$ cat src/rtl/aucohl_fifo_wr_arbiter_pkg.sv
// Shared FSM encoding and index helpers for the aucohl FIFO write arbiter.
package aucohl_fifo_wr_arbiter_pkg;

  typedef enum logic [1:0] {
    ST_IDLE = 2'd0,
    ST_ARB  = 2'd1,
    ST_LOCK = 2'd2
  } arb_state_t;

  // Smallest w with 2**w >= n; elaboration-time only.
  function automatic int arb_clog2(input int n);
    int w;
    w = 0;
    for (int i = 0; i < 31; i++) begin
      if ((32'sd1 <<< i) < n) w = i + 1;
    end
    return w;
  endfunction

  function automatic int wrap_inc(input int k, input int n);
    return (k + 1 >= n) ? 0 : k + 1;
  endfunction

endpackage

$ cat src/rtl/aucohl_fifo_wr_arbiter_rr_pick.sv
// Rotate-priority finder: first requester at or above ptr, wrapping to 0.
module aucohl_rr_pick #(
  parameter int N  = 4,
  parameter int IW = 2
) (
  input  logic [N-1:0]  req,
  input  logic [IW-1:0] ptr,
  output logic [N-1:0]  sel,
  output logic [IW-1:0] idx,
  output logic          any
);

  // Two passes: indices from ptr upward win over the wrapped-around ones.
  always_comb begin
    sel = '0;
    idx = '0;
    any = 1'b0;
    for (int k = 0; k < N; k++) begin
      if (!any && req[k] && (IW'(k) >= ptr)) begin
        any    = 1'b1;
        sel[k] = 1'b1;
        idx    = IW'(k);
      end
    end
    for (int k = 0; k < N; k++) begin
      if (!any && req[k] && (IW'(k) < ptr)) begin
        any    = 1'b1;
        sel[k] = 1'b1;
        idx    = IW'(k);
      end
    end
  end

endmodule

$ cat src/rtl/aucohl_fifo_wr_arbiter.sv
// Round-robin arbiter sharing one aucohl_fifo write port among N sources.
// Optional burst locking is enabled with the AUCOHL_ARB_BURST_EN macro.
module aucohl_fifo_wr_arbiter
  import aucohl_fifo_wr_arbiter_pkg::*;
#(
  parameter int N     = 4,
  parameter int IW    = 2,
  parameter int DW    = 8,
  parameter int BURST = 4
) (
  input  logic            clk,
  input  logic            rst_n,
  input  logic            en,
  input  logic [N-1:0]    req,
  input  logic [N*DW-1:0] data,
  output logic [N-1:0]    gnt,
  input  logic            fifo_full,
  output logic            fifo_wr,
  output logic [DW-1:0]   fifo_wdata,
  output logic [IW-1:0]   owner,
  output logic            busy
);

  arb_state_t    state, state_nx;
  logic [IW-1:0] rr_ptr, rr_ptr_nx;
  logic [IW-1:0] owner_nx;
  logic [N-1:0]  pick_sel;
  logic [IW-1:0] pick_idx;
  logic          pick_any;
  logic [DW-1:0] wdata;

`ifdef AUCOHL_ARB_BURST_EN
  localparam int CW = arb_clog2(BURST + 1);
  logic [CW-1:0] cnt, cnt_nx;
`endif

  aucohl_rr_pick #(.N(N), .IW(IW)) u_pick (
    .req (req),
    .ptr (rr_ptr),
    .sel (pick_sel),
    .idx (pick_idx),
    .any (pick_any)
  );

  // State, pointer, owner and burst count registers.
  always_ff @(posedge clk or negedge rst_n) begin
    if (!rst_n) begin
      state  <= ST_IDLE;
      rr_ptr <= '0;
      owner  <= '0;
`ifdef AUCOHL_ARB_BURST_EN
      cnt    <= '0;
`endif
    end else begin
      state  <= state_nx;
      rr_ptr <= rr_ptr_nx;
      owner  <= owner_nx;
`ifdef AUCOHL_ARB_BURST_EN
      cnt    <= cnt_nx;
`endif
    end
  end

  // Zero-latency grant and next-state decision; a full FIFO freezes everything.
  always_comb begin
    state_nx  = state;
    rr_ptr_nx = rr_ptr;
    owner_nx  = owner;
    gnt       = '0;
`ifdef AUCOHL_ARB_BURST_EN
    cnt_nx    = cnt;
`endif
    case (state)
      ST_IDLE: begin
        if (en) state_nx = ST_ARB;
        else    state_nx = ST_IDLE;
      end
      ST_ARB: begin
        if (!en) begin
          state_nx = ST_IDLE;
        end else if (!fifo_full && pick_any) begin
          gnt       = pick_sel;
          owner_nx  = pick_idx;
          rr_ptr_nx = IW'(wrap_inc(int'(pick_idx), N));
`ifdef AUCOHL_ARB_BURST_EN
          if (BURST > 1) begin
            state_nx = ST_LOCK;
            cnt_nx   = CW'(1);
          end else begin
            state_nx = ST_ARB;
          end
`endif
        end else begin
          state_nx = ST_ARB;
        end
      end
`ifdef AUCOHL_ARB_BURST_EN
      ST_LOCK: begin
        if (!en) begin
          state_nx = ST_IDLE;
          cnt_nx   = '0;
        end else if (!req[owner]) begin
          // Owner released early: hand the port back without granting.
          state_nx  = ST_ARB;
          cnt_nx    = '0;
          rr_ptr_nx = IW'(wrap_inc(int'(owner), N));
        end else if (!fifo_full) begin
          gnt[owner] = 1'b1;
          rr_ptr_nx  = IW'(wrap_inc(int'(owner), N));
          if (int'(cnt) + 1 >= BURST) begin
            state_nx = ST_ARB;
            cnt_nx   = '0;
          end else begin
            cnt_nx   = cnt + CW'(1);
          end
        end else begin
          state_nx = ST_LOCK;
        end
      end
`endif
      default: begin
        state_nx = ST_IDLE;
      end
    endcase
  end

  // Data mux: OR of the one-hot granted slice, zero when nothing is granted.
  always_comb begin
    wdata = '0;
    for (int k = 0; k < N; k++) begin
      if (gnt[k]) wdata = wdata | data[k*DW +: DW];
    end
  end

  assign fifo_wdata = wdata;
  assign fifo_wr    = |gnt;

`ifdef AUCOHL_ARB_BURST_EN
  assign busy = (state == ST_LOCK);
`else
  assign busy = 1'b0;
`endif

endmodule

$ cat config.mk
export PLATFORM = sky130hd
export DESIGN_NAME = aucohl_fifo_wr_arbiter
export DESIGN_NICKNAME = d
export VERILOG_FILES = /design/src/rtl/aucohl_fifo_wr_arbiter_pkg.sv /design/src/rtl/aucohl_fifo_wr_arbiter_rr_pick.sv /design/src/rtl/aucohl_fifo_wr_arbiter.sv
export SDC_FILE = /design/constraint.sdc
export NUM_CORES = 1
export LEC_CHECK = 0
export CAP_MARGIN = 20
export CORE_AREA = 2 2 50 52
export DETAILED_ROUTE_END_ITERATION = 8
export DIE_AREA = 0 0 52 54
export PLACE_DENSITY = 0.78
export SYNTH_ARGS = -nofsm -noshare
export SYNTH_HDL_FRONTEND = slang
export SYNTH_SLANG_ARGS = --single-unit
$ cat constraint.sdc
create_clock -name clk -period 2.3 [get_ports clk]
set_input_delay 0.46 -clock clk [delete_from_list [all_inputs] [get_ports clk]]
set_output_delay 0.46 -clock clk [all_outputs]
set_load 0.005 [all_outputs]
==> summary.txt <==
Worst setup path
  – CP peak stage delay: 0.56 ns
  – Req. time, crit path: 1.84 ns
  – RR Endpoint: rr_ptr[0]
  – Critical path peak fanout: 5
  – RR Startpoint: rr_ptr[1]
  – Crit end category: output pin
  – CP arrival: 1.86 ns
  – Crit path to: fifo_wdata[0]
  – CP Class: in -> out
  – Critical Path Slowest Stage Cell: or4_4
  – FF-to-FF setup slack: just over 0.8 ns
  – Setup crit start kind: input pin
  – Crit path from: req[1]
  – Crit-path cells: buf_6 > or4_4 > buf_8 > nand3_2 > nor3_1 > a311o_2 > buf_2
  – Reg2Reg Depth: 5

Clock tree
  – Clk Latency, worst-skew pair: 0.25 ns
  – Clock root buffer master: clkbuf_4
  – Cts bufs inserted: 3
  – CTS clk-pin slew, worst paths: 0.05 ns
  – CTS tree: done
  – CTS HTree Levels: 1
  – Clk sink count: 5
  – Bufs on Longest Clock Path: 2
  – Hold Buf Count CTS: 0

Finish
  – Reg area: 126 sq um
  – Most frequent cells in the layout: clkdlybuf4s50_1 (35), buf_4 (17), nand3_1 (9), buf_2 (9)
  – Multi-input combinational cell area: 572 sq um
  – Finished Cell Area: 1510 sq um
  – Fill cells: 200
  – Final nets: ~200
  – Final Core Density: 0.649
  – Diode count: 0
  – Layout Area Growth over Synthesis: 109%
  – Most common cell after layout, fill and taps aside: clkdlybuf4s50_1
  – Share of layout cells above drive strength 1: 0.420

Pwr
  – Power consumption: 645 uW
  – Power Density: 428 nW/um^2
  – LEAKAGE: 0.629 nW
  – Peak supply drop: 0.533 mV

STA
  – Final min period: 2.32 ns
  – Clk_skew: 0.00941 ns
  – Period utilization: 1.01
  – Fin worst setup slack: -0.0183 ns
  – RSZ-0062 raised after global routing: yes
  – Peak Freq: 0.431 GHz
  – Slew Viols, Final: 0
  – Hold Slack: approximately 0.43 ns
  – Hold Vio Cnt, Final: 0
  – Setup Viol. Count Final: 2

Die
  – Die area: 2810 sq um
  – Core Rows: 18
  – Initial core utilization: 0.311
  – Chip width: 52 microns
  – Chip Height: 54 microns
  – Core footprint: 2320 sq um
  – Boundary Pins: 56

Synth
  – Synth cell types: 35
  – Post-synth EDFFs: 0
  – Top FF cell, synth: dfrtp_1
  – Ys async rst share: 1.00
  – #FFs+latches synth: 5
  – Seq/Total Area, Yosys: 0.174
  – Average cell area after synthesis: between 8 and 9 sq um
  – Ys Warns: 0
  – Cell count after synthesis: 90
  – Cell Area, Synth: around 720 sq um
  – Syn Nets: 130

Routing
  – DRC: 0
  – Iteration-0 DRC Markers: 14
  – DR vias/cell: approximately 5.4
  – Post-Route WL: 2.94 mm
  – Via total after detailed routing: 1036
  – TritonRoute pass-1 iters: 4
  – Final ANT Viol Nets: 0
  – Wire per inst: 15.3 microns

Placement
  – Cell Area, Placed: 1360 sq um
  – Gpl congestion: 0.808
  – DP HPWL: 2.08 mm
  – PortBufs: 54
  – Worst slack, placed: -0.697 ns

GRT
  – Largest net degree at the start of global routing: 18
  – Total GRT Usage: 0.222
  – Initial antenna violation count: 0
  – Grt total ovfl: 0
  – Global-route wire length before repair: 4.69 mm
  – Vias in the first global route: 1063

Run status
  – Failing checks: negative setup slack
  – Status: complete, but fails checks

Run
  – Number of max-cap violations: 0

Worst hold path
  – Worst hold path type: in -> async
where the power goes:
group	leakage, nW	internal [mW]	switching (mW)	total [mW]
Sequential	0.0573	0.115	0.0331	0.148
Clock	0.0150	0.0657	0.0371	0.103
Combinational	0.557	0.224	0.170	0.394
Total	0.629	0.405	0.240	0.645
cells by family after synthesis:
group	count (synthesis)	synth area share
AND/OR/NAND/NOR	40	0.306
AO/OA/AOI/OAI	31	0.368
buffers and inverters	13	0.148
flip-flops	5	0.174
other	1	0.00520
worst max-delay path: cells and delay by family:
kind | cells | cell delay, ns
buffers and inverters | 3 | 0.38
and+or+nand+nor | 3 | 0.68
AOI/OAI and AO/OA | 1 | 0.34
layer usage:
| layer | wire (microns) | global-route usage | vias up |
|---|---|---|---|
| met4 | 8 | 0.0746 | 0 |
| li1 | - | - | 493 |
| met5 | 0 | 0 | - |
| met1 | 1120 | 0.248 | 487 |
| met2 | 1530 | 0.403 | 54 |
| met3 | 280 | 0.0639 | 2 |
cells in the mapped netlist (2+ instances only):
cell,instances,share of area
nand3_1,16,0.11
o2bb2ai_1,8,0.097
a311o_1,5,0.069
buf_6,3,0.047
a21oi_1,3,0.021
buf_4,2,0.021
nor2_1,6,0.031
o21bai_1,2,0.021
clkbuf_1,3,0.016
nor3_1,10,0.069
and2_2,2,0.021
a311o_2,3,0.047
dfrtp_1,5,0.17
final cells by class:
class / instances / share of cell area
inverter: 2 / 0.00997
sequential: 5 / 0.0839
multi-input combinational: 72 / 0.380
tap: 30 / 0.0249
clock buffer: 4 / 0.0174
timing repair buffer: 78 / 0.480
timing repair inverter: 1 / 0.00415
state kept, by name, summed over array words and instances (netlist names):
register  count
state         1
owner         2
rr_ptr        2
what timing repair did:
action,CTS,global route
setup endpoints to repair,13,11
hold endpoints to repair,0,0
resized for setup,71,16
setup buffers,0,4
cloned,2,0
pin swaps,6,16
worst min path at each step:
stage          cells past startpoint  slack (ns)      from        to
3_5_place_dp                       2        0.56  owner[1]  owner[1]
3_3_place_gp                       2        0.56  owner[1]  owner[1]
2_1_floorplan                      0        0.16     rst_n  owner[0]
5_1_grt                            1        0.45     rst_n  owner[1]
4_1_cts                            1        0.44     rst_n  owner[1]
6_report                           1        0.43     rst_n  owner[1]
stage by stage:
step	std cells	setup TNS, ns
final	192	-0.0335
after global routing	192	-0.206
after detailed placement	182	-7.56
after global placement	182	-7.42
after floorplan	90	0
after CTS	188	-0.0530
No activity file was read; power rests on OpenSTA's default activity.
